File: config.mk
export PLATFORM = sky130hd
export DESIGN_NAME = instr_loader
export DESIGN_NICKNAME = d
export VERILOG_FILES = /design/src/rtl/loader_pkg.sv /design/src/rtl/word_packer.sv /design/src/rtl/instr_loader.sv
export SDC_FILE = /design/constraint.sdc
export NUM_CORES = 1
export LEC_CHECK = 0
export ABC_AREA = 0
export CORE_UTILIZATION = 40
export CTS_BUF_LIST = sky130_fd_sc_hd__clkbuf_8 sky130_fd_sc_hd__clkbuf_16
export DETAILED_ROUTE_END_ITERATION = 16
export PLACE_DENSITY = 0.59
export SYNTH_ARGS = -nofsm -noshare
export SYNTH_HDL_FRONTEND = slang
export SYNTH_SLANG_ARGS = --single-unit
File: constraint.sdc
create_clock -name clk -period 7.5 [get_ports clk]
set_input_delay 1.5 -clock clk [delete_from_list [all_inputs] [get_ports clk]]
set_output_delay 1.5 -clock clk [all_outputs]
set_load 0.005 [all_outputs]
File: src/rtl/loader_pkg.sv
// loader_pkg: shared state encoding and word geometry for the instruction loader
package loader_pkg;
  typedef enum logic [2:0] {COUNT, DATA, CHECK, DONE, ERR} state_e;
  localparam int BYTES_PER_WORD = 4;
endpackage

File: src/rtl/word_packer.sv
// word_packer: big-endian byte-to-word assembly with running XOR checksum
module word_packer
  import loader_pkg::*;
#(
  parameter int DATA_W = 32
) (
  input  logic              clk,
  input  logic              rst,
  input  logic              clr,
  input  logic              push,
  input  logic [7:0]        din,
  output logic [DATA_W-1:0] word,
  output logic              word_valid,
  output logic [7:0]        csum
);
  localparam int SW = DATA_W - 8;
  localparam int IW = $clog2(BYTES_PER_WORD);
  logic [SW-1:0] shift_q, shift_d;
  logic [IW-1:0] idx_q, idx_d;
  logic [7:0]    csum_q, csum_d;
  assign word = {shift_q, din};
  assign word_valid = push && idx_q == IW'(BYTES_PER_WORD - 1);
  assign csum = csum_q;
  // shift in bytes MSB-first, count them and fold them into the checksum
  always_comb begin
    shift_d = clr ? '0 : push ? word[SW-1:0] : shift_q;
    idx_d   = clr ? '0 : push ? idx_q + 1'b1 : idx_q;
    csum_d  = clr ? '0 : push ? csum_q ^ din : csum_q;
  end
  // assembly registers
  always_ff @(posedge clk) begin
    if (rst) begin
      shift_q <= '0;
      idx_q   <= '0;
      csum_q  <= '0;
    end else begin
      shift_q <= shift_d;
      idx_q   <= idx_d;
      csum_q  <= csum_d;
    end
  end
endmodule

File: src/rtl/instr_loader.sv
// instr_loader: writes a framed, checksummed program into instruction memory and holds the CPU until it is verified
module instr_loader
  import loader_pkg::*;
#(
  parameter int          ADDR_W      = 7,
  parameter int          DATA_W      = 32,
  parameter int unsigned TIMEOUT_CYC = 1000000
) (
  input  logic              clk,
  input  logic              rst,
  input  logic              start,
  input  logic [7:0]        rx_data,
  input  logic              rx_valid,
  output logic              rx_ready,
  output logic              imem_we,
  output logic [ADDR_W-1:0] imem_addr,
  output logic [DATA_W-1:0] imem_wdata,
  output logic              cpu_hold,
  output logic              done,
  output logic              err
);
  localparam int TW = TIMEOUT_CYC > 1 ? $clog2(TIMEOUT_CYC + 1) : 1;
  state_e            state_q, state_d;
  logic [ADDR_W-1:0] n_last_q, n_last_d, word_idx_q, word_idx_d, addr_q, addr_d;
  logic [DATA_W-1:0] wdata_q, wdata_d, word;
  logic [TW-1:0]     tmo_q, tmo_d, tmo_inc;
  logic              we_q, we_d, rx_ready_q, cpu_hold_q, done_q, err_q;
  logic              hs, last_wr, tmo_hit, push, clr, word_valid;
  logic [7:0]        csum;
  word_packer #(.DATA_W(DATA_W)) u_packer (
    .clk(clk), .rst(rst), .clr(clr), .push(push), .din(rx_data),
    .word(word), .word_valid(word_valid), .csum(csum)
  );
  assign hs      = rx_valid && rx_ready_q;
  assign last_wr = we_q && word_idx_q == n_last_q;
  assign tmo_inc = tmo_q + 1'b1;
  assign tmo_hit = TIMEOUT_CYC != 0 && !hs && tmo_inc == TW'(TIMEOUT_CYC);
  // next state, packer control and memory-write staging; a byte arriving in the
  // final write cycle is already the checksum, so it is compared there directly
  always_comb begin
    state_d    = state_q;
    n_last_d   = n_last_q;
    word_idx_d = word_idx_q;
    addr_d     = addr_q;
    wdata_d    = wdata_q;
    we_d       = 1'b0;
    tmo_d      = '0;
    push       = 1'b0;
    clr        = 1'b0;
    case (state_q)
      COUNT: if (hs) begin
        n_last_d   = ADDR_W'(rx_data - 8'd1);
        word_idx_d = '0;
        clr        = 1'b1;
        state_d    = DATA;
      end
      DATA: begin
        tmo_d      = hs ? '0 : tmo_inc;
        word_idx_d = we_q ? word_idx_q + 1'b1 : word_idx_q;
        if (last_wr) state_d = hs ? (rx_data == csum ? DONE : ERR) : CHECK;
        else if (hs) begin
          push    = 1'b1;
          we_d    = word_valid;
          addr_d  = word_valid ? word_idx_q : addr_q;
          wdata_d = word_valid ? word : wdata_q;
        end
        if (tmo_hit) state_d = ERR;
      end
      CHECK: begin
        tmo_d = hs ? '0 : tmo_inc;
        if (hs) state_d = rx_data == csum ? DONE : ERR;
        else if (tmo_hit) state_d = ERR;
      end
      default: ;
    endcase
    if (start) begin
      state_d    = COUNT;
      word_idx_d = '0;
      we_d       = 1'b0;
      tmo_d      = '0;
      push       = 1'b0;
      clr        = 1'b1;
    end
  end
  // state and registered outputs
  always_ff @(posedge clk) begin
    if (rst) begin
      state_q    <= COUNT;
      n_last_q   <= '0;
      word_idx_q <= '0;
      tmo_q      <= '0;
      we_q       <= 1'b0;
      addr_q     <= '0;
      wdata_q    <= '0;
      rx_ready_q <= 1'b0;
      cpu_hold_q <= 1'b1;
      done_q     <= 1'b0;
      err_q      <= 1'b0;
    end else begin
      state_q    <= state_d;
      n_last_q   <= n_last_d;
      word_idx_q <= word_idx_d;
      tmo_q      <= tmo_d;
      we_q       <= we_d;
      addr_q     <= addr_d;
      wdata_q    <= wdata_d;
      rx_ready_q <= state_d inside {COUNT, DATA, CHECK};
      cpu_hold_q <= state_d != DONE;
      done_q     <= state_d == DONE;
      err_q      <= state_d == ERR;
    end
  end
  assign rx_ready   = rx_ready_q;
  assign imem_we    = we_q;
  assign imem_addr  = addr_q;
  assign imem_wdata = wdata_q;
  assign cpu_hold   = cpu_hold_q;
  assign done       = done_q;
  assign err        = err_q;
endmodule

# Word-level counts from Yosys, hierarchy flattened
# Cells that the tools add are included.
# Widths: inputs -> output; s select.
totals:
  reg_bits: 115
  input_bits: 12
  output_inout_bits: 44
classes:
  n_addsub: 4
  n_eq_ne: 13
  n_mux: 18
  n_bitwise: 5
  n_reduce_logical: 17
op_table:
  columns: ["cell", "n"]
  rows:
  - ["$mux 3", 8]
  - ["$add 20x1->20 const B", 1]
  - ["$eq 20x20->1 const B", 1]
  - ["$mux 7", 2]
  - ["$pmux 7 s2", 1]
  - ["$eq 3x2->1 const B", 3]
  - ["$pmux 3 s3", 1]
  - ["$eq 8x8->1", 1]
  - ["$xor 8x8->8", 1]
  - ["$add 7x1->7 const B", 1]
  - ["$eq 7x7->1", 1]
  - ["$sub 7x1->7 const B", 1]
  - ["$eq 3x1->1 const B", 2]
  - ["$logic_not 3->1", 2]
  - ["$mux 1", 6]
  - ["$reduce_or 2->1", 3]
  - ["$reduce_or 5->1", 1]
  - ["$logic_and 1x1->1", 4]
  - ["$ne 2x2->1 const B", 2]
  - ["$not 1->1", 4]
  - ["$reduce_and 4->1", 1]
  - ["$reduce_or 4->1", 1]
  - ["$eq 3x3->1 const B", 1]
  - ["$ne 3x2->1 const B", 1]
  - ["7 further kinds", 7]

# Longest topological paths before layout
# Gate-level depths: netlist of the first run.
depth:
  depth_word: 9
  ltp_mapped: 9
  ltp_nobuf: 8

# Modules after synthesis
# A second synthesis of the first run with hierarchy kept.
hier_totals:
  cells_unflattened: 580
  hier_area_um2: 5086.1
modules_own_cells:
  columns: ["mod", "instances", "cells_each", "area_each_um2"]
  rows:
  - ["instr_loader", 1, 450, 3678.5]
  - ["word_packer", 1, 130, 1407.6]

# Worst setup path before layout of the first run
# No wires, ideal clock.
synth_timing:
  kind: "input to register"
  from: "input port start"
  to: "register addr_q[0] (netlist: imem_addr[0])"
  t_arrival_ns: 3.162
  required_ns: 7.430
  setup_slack_ns: 4.267
  path_stages: 7
  cell_sequence: "buf_6 nor4_2 and2_1 clkbuf_1 buf_1 nand2_1 a21oi_1"
synth_via:
  elab_chain_cells: 3
synth_rtl:
  columns: ["item", "line_no", "text"]
  rows:
  - ["from (decl)", "instr_loader.sv:11", "input logic start,"]
  - ["$mux 1", "instr_loader.sv:76", "if (start) begin"]
  - ["$logic_and 1x1->1", "word_packer.sv:22", "assign word_valid = push && idx_q == IW'(BYTES_PER_WORD - 1);"]
  - ["$reduce_and 4->1 (no line)", null, null]
  - ["to (signal assigned)", "instr_loader.sv:105", "addr_q <= addr_d;"]
  - ["to (decl)", "instr_loader.sv:24", "logic [ADDR_W-1:0] n_last_q, n_last_d, word_idx_q, word_idx_d, addr_q, addr_d;"]
# Every way passes these cells.
# A chain may end at the register's enable or synchronous reset.

# Final worst setup path of the first run
layout_timing:
  from: "input port start"
  to: "register wdata_q[5] (netlist: imem_wdata[5])"
layout_via:
  elab_chain_cells: 3
layout_rtl:
  columns: ["item", "line_no", "text"]
  rows:
  - ["$mux 1", "instr_loader.sv:76", null]
  - ["$logic_and 1x1->1", "word_packer.sv:22", null]
  - ["$reduce_and 4->1 (no line)", null, null]
  - ["to (signal assigned)", "instr_loader.sv:106", "wdata_q <= wdata_d;"]
  - ["to (decl)", "instr_loader.sv:25", "logic [DATA_W-1:0] wdata_q, wdata_d, word;"]
# Every way passes these cells.

==> results of run 1 <==
==> through the flow <==
stage	utilization (%)	power, mW	area (um^2)	setup slack (ns)
2_1_floorplan	-	0.6583	4818	4.267
3_3_place_gp	46.88	0.6719	5421	3.505
3_5_place_dp	46.88	0.6726	5421	3.365
4_1_cts	52.26	1.512	6043	3.804
5_1_grt	52.26	1.546	6043	3.612
6_report	52.26	1.495	6043	3.842
==> placed cells by master, fill, tap and decap left out, drive strengths merged, types with 2 or more instances in the layout <==
master / count
nand2: 142
dfxtp: 115
a21oi: 66
nor2: 61
clkdlybuf4s50: 54
xnor2: 32
xor2: 20
clkbuf: 19
inv: 16
nand3: 11
nand4: 11
a211oi: 10
and3: 7
nor3: 7
nor4: 5
buf: 5
and2: 4
or3: 4
o21ai: 4
ha: 4
bufinv: 4
o31ai: 3
or4: 3
and4: 3
clkinv: 3
a31o: 2
nand2b: 2
nor4b: 2
o211ai: 2
a31oi: 2
nor3b: 2
or4b: 2
==> per-layer routing <==
metal,vias to the layer above,track usage [%],part of all wire (%)
met5,-,0,0
met4,0,8.378,1.8
met3,21,5.008,4.2
met2,95,27.58,45
met1,1835,24.86,49
li1,2048,-,-
==> cell type report <==
type / instances / area share, %
multi-input combinational: 424 / 38.45
sequential: 115 / 38.10
timing repair buffer: 59 / 9.524
clock buffer: 19 / 7.495
tap: 143 / 2.961
clock inverter: 13 / 2.795
inverter: 11 / 0.6832
==> worst max-delay path, stage by stage <==
cell and delay [ns]:
clkdlybuf4s50_1 0.64, nor4_4 0.37, buf_4 0.34, and2_1 0.52
buf_4 0.36, nand2_1 0.09, a21oi_1 0.14
==> flip-flops by register name (all words and copies together) (netlist names) <==
register,count
cpu_hold,1
done,1
err,1
imem_addr,7
imem_wdata,32
imem_we,1
n_last_q,7
rx_ready,1
state_q,3
tmo_q,20
u_packer.csum,8
u_packer.idx_q,2
u_packer.shift_q,24
word_idx_q,7
==> kinds of logic after synthesis <==
kind of cell | Yosys count | synth area share [%]
AND/OR/NAND/NOR | 270 | 25.24
flip-flops | 115 | 47.78
AO/OA/AOI/OAI | 97 | 12.08
XOR/XNOR | 52 | 9.452
buffers and inverters | 47 | 4.180
adder cells (fa/ha/maj) | 4 | 1.039
multiplexers | 1 | 0.2337
==> power breakdown <==
part | switching [mW] | internal, mW | leakage [nW]
logic | 0.0255 | 0.0159 | 0.701
clock network | 0.269 | 0.566 | 0.319
registers | 0.00303 | 0.615 | 0.928
==> final timing paths <==
check | end | slack, ns | cells past startpoint
hold / removal | imem_wdata[27] | 0.45 | 2
setup / recovery | imem_wdata[5] | 3.84 | 7
hold reg to reg | imem_wdata[27] | 0.45 | 2
setup reg to reg | rx_ready | 4.29 | 8
==> impl_results.md, run 1 <==
- I/O Buffers: 55
- RSZ-0062 raised after global routing: no
- Endpoints failing hold: 0
- Placer Congestion: 0.8269
- Drt initial violations: 254
- Fin crit period: 3.658 ns
- Total track usage: 18.48%
- Worst-Margin Slew: 1.035 ns
- Max VDD drop: 0.0001778 V
- # IOs: 56
- Overall routed net length: 10650 um
- Vias in the first global route: 3717
- Vias: 3999
- Synth cell types: 50
- FF/Latch Area: 2302 um^2
- DR DRC count: 6
- Crit path DAT: 3.99 ns
- Register area share after synthesis: 47.78%
- Main synth FF type: dfxtp_1
- Cells after Synth: 586
- Post-synth net total: 602
- Core area: 11560 um^2
- Row count: 39
- Post-route insts no fill: 784
- Initial Util: 41.66%
- Die area: 12490 um^2
- Ant diodes: 0
- Max Fclk: 273.3 MHz
- Worst Path Max Fanout: 28
- Avg Inst Size Synth: 8.222 um^2
- Top-count cell post-synth: nand2_1
- Post-CTS setup buffers: 0
- Pre-Repair DR Iteration Count: 11
- Max_cap viols: 0
- Global-route wire length before repair: 18150 um
- Relative slew slack: 31.01%
- DP Cell Count: 752
- Drt wl/cell: 13.59 um
- Inserted Clock Buffers: 17
- Die Y: 111.8 um
- Pin count of the biggest net entering global routing: 56
- Flop and latch count out of synthesis: 115
- Hold Path Class: flip-flop to flip-flop
- Hold Buf Count CTS: 0
- GRT Residual Overflow: 0
- Final period utilization: 48.78%
- Synthesis Warnings: 0
- Leak: 1.948 nW
- Critical Path Start: start
- Vias per cell: 5.101
- Fill cell count: 1089
- Synth cell count leaders: nand2_1 (142), dfxtp_1 (115), a21oi_1 (66)
- Final setup vio count: 0
- Clock Tree Buf Depth: 2
- Crit end category: flip-flop
- Initial antenna violation count: 0
- Multi-input logic area: 2323 um^2
- Hold_ws: 0.4520 ns
- CP Launch Type: input pin
- DP HPWL: 7195 um
- Run status: finished, violations left
- Total power per unit cell area: 247.4 nW/um^2
- Largest cells by area after synthesis: dfxtp_1 (48%), nand2_1 (11%), a21oi_1 (6.9%), xnor2_1 (5.8%), nor2_1 (4.8%)
- Post-synth EDFFs: 0
- Asr flop ratio synth: 0%
- Hold wc startpoint: imem_wdata[27]
- Share of layout cells above drive strength 1: 6.864%
- TritonCTS clock tree: done
- Largest area contributor in the netlist: dfxtp_1
- Worst endpoint required time: 7.83 ns
- Root Buffer: clkbuf_16
- Setup TNS: 0 ns
- Routed Antenna Nets: 0
- Resize count post-CTS: 0
- Clock sinks: 115
- Worst-path clk slew: 0.05 ns
- Die W: 111.8 um
- CP Class: input pin to flip-flop
- Mapped cell area: 4818 um^2
- Clock latency on the worst-skew pair: 0.41 ns
- Nets@finish: 644
- Worst Skew: 0.006776 ns
- Fin. max-slew vios: 0
- CTS HTree Levels: 4
- Violated checks: design-rule violations
- Post-synth top area share: 47.78%
- P&R area growth vs syn: 25.42%
- RR Startpoint: tmo_q[0]
Power figures use the tool's default switching activity.
==> run 2, diff against run 1 <==
- PLACE_DENSITY: 0.59 -> 0.62
- clock period: 7.5 -> 3.2 ns (I/O delays scaled with it)
==> impl_results.md, run 2 (synthesis gave the netlist of run 1 again) <==
- Total power per unit cell area: 564.8 nW/um^2 (+130%)
- Fin. max-slew vios: 0 (unchanged)
- Setup crit end: done
- Final setup vio count: 0 (unchanged)
- Hold Buf Count CTS: 0 (unchanged)
- Worst reg2reg endpoint: done
- Post-CTS setup buffers: 0 (unchanged)
- Violated checks: design-rule violations
- Placer Congestion: 0.8541 (+3.3%)
- CP Class: flip-flop to flip-flop
- Critical Path Start: tmo_q[2]
- GRT Residual Overflow: 0 (unchanged)
- Share of layout cells above drive strength 1: 9.878% (+3.0 points)
- Worst R2R Setup Slack: 0.23 ns (-4.06 ns)
- Initial Util: 41.66% (unchanged)
- Max stage delay on crit path: 0.54 ns (-0.10 ns)
- Routed Antenna Nets: 0 (unchanged)
- Worst Path Max Fanout: 10 (-64%)
- DP Cell Count: 769 (+2.3%)
- Die area: 12490 um^2 (unchanged)
- Vias per cell: 5.090 (-0.21%)
- Vias: 4077 (+2.0%)
- Pwr Total: 3.476 mW (+130%)
- Worst Skew: 0.01536 ns (+0.008588 ns)
- CP Cell Sequence: inv_1 -> nor4_1 -> nor4b_1 -> o21ai_0 -> or4b_4 -> a211o_2 -> and3_1
- Max Fclk: 336.6 MHz
- Slowest cell on the critical path: dfxtp_1
- DR DRC count: 3 (-3)
- Pre-Repair DR Iteration Count: 13 (+2)
- Place WS: 0.2736 ns (-3.092 ns)
- Run status: finished, violations left
- Die W: 111.8 um (unchanged)
- Crit end category: flip-flop
- Worst endpoint required time: 3.50 ns (-4.33 ns)
- Nets@finish: 661 (+2.6%)
- CP Launch Type: flip-flop
- Final period utilization: 92.85%
- Max VDD drop: 0.0003309 V (+86%)
- Total track usage: 18.85% (+0.37 points)
- TritonCTS clock tree: done
- P&R area growth vs syn: 27.73%
- Overall routed net length: 10890 um (+2.3%)
- Final WS setup: 0.2289 ns (-3.613 ns)
- Hold_ws: 0.4509 ns (-0.001120 ns)
- Leak: 2.005 nW (+2.9%)
- # IOs: 56 (unchanged)
- Global-route wire length before repair: 18690 um (+2.9%)
- Drt wl/cell: 13.60 um (+0.11%)
- Clock sinks: 115 (unchanged)
- RR Startpoint: tmo_q[2]
- Clock latency on the worst-skew pair: 0.41 ns (about the same)
- Inserted Clock Buffers: 17 (unchanged)
- Worst-Margin Slew: 0.5625 ns (-0.4723 ns)
- Core area: 11560 um^2 (unchanged)
- Hold Path Class: flip-flop to flip-flop
- Final instance area: 6155 um^2 (+1.8%)
- RSZ-0062 raised after global routing: no
- Final core utilization: 53.22% (+0.96 points)
- Resize count post-CTS: 0 (unchanged)
- Register-to-Register Path Depth: 7 (-1)
- Fin crit period: 2.971 ns
- I/O Buffers: 55 (unchanged)
- Crit path DAT: 3.27 ns (-0.72 ns)
- CTS HTree Levels: 4 (unchanged)
- Crit path buffers/inverters: 1 (-2)
- Endpoints failing hold: 0 (unchanged)
- Worst-path clk slew: 0.05 ns (about the same)
- Post-route insts no fill: 801 (+2.2%)
- Root Buffer: clkbuf_16
- Max FFs per register: 32 (unchanged)
- Clock Tree Buf Depth: 2 (unchanged)
- Most frequent cells in the layout: nand2_1 (142), dfxtp_1 (115), a21oi_1 (66)
- Ant diodes: 0 (unchanged)
- Vias in the first global route: 3937 (+5.9%)
- DP HPWL: 7530 um (+4.7%)
- Dpl cell area: 5549 um^2 (+2.4%)
- Max_cap viols: 0 (unchanged)
- Relative slew slack: 62.22% (+31 points)
- Setup TNS: 0 ns (unchanged)
- Worst path depth: 7 (unchanged)
- Most common cell after layout, fill and taps aside: nand2_1
- Critical path's top delay family: simple AND/OR/NAND/NOR gates
- Drt initial violations: 228 (-10%)
- Row count: 39 (unchanged)
- Initial antenna violation count: 0 (unchanged)
- Pin count of the biggest net entering global routing: 48 (-14%)
- Die Y: 111.8 um (unchanged)
- Fill cell count: 1090 (+0.092%)
run 2: worst register-to-register path, cell delays in order (launching register included):
cell and delay (ns):
dfxtp_1 0.54, inv_1 0.16, nor4_1 0.39, nor4b_1 0.50, o21ai_0 0.20, or4b_4 0.54, a211o_2 0.37, and3_1 0.18
run 2: area by class of cell:
type | count | area, um^2 | share of cell area (%)
multi-input cells | 424 | 2323 | 37.75
flip-flops and latches | 115 | 2302 | 37.41
repair buffers | 76 | 703.2 | 11.43
clock buffers | 17 | 425.4 | 6.912
clock inverters | 15 | 180.2 | 2.927
well taps | 143 | 178.9 | 2.907
inverters | 11 | 41.29 | 0.6709
run 2: report_power, final:
group / internal, mW / switching (mW) / leakage, nW
clock: 1.23 / 0.692 / 0.295
combinational: 0.0456 / 0.0618 / 0.782
sequential: 1.44 / 0.00742 / 0.928
run 2: worst min path at each step:
stage / endpoint / slack [ns] / startpoint / cells past startpoint
final: imem_wdata[28] / 0.45 / imem_wdata[28] / 2
after global routing: imem_wdata[24] / 0.47 / u_packer.shift_q[16] / 2
after CTS: imem_addr[2] / 0.45 / imem_addr[2] / 2
after detailed placement: imem_wdata[15] / 0.45 / imem_wdata[15] / 2
after global placement: imem_addr[4] / 0.44 / imem_addr[4] / 2
after floorplan: imem_wdata[24] / 0.43 / u_packer.shift_q[16] / 2
run 2: per-layer routing:
layer | routed length [um] | GRT usage (%)
met1 | 5382 | 25.34
met2 | 4853 | 28.49
met3 | 522 | 5.389
met4 | 137 | 7.387
met5 | 0 | 0
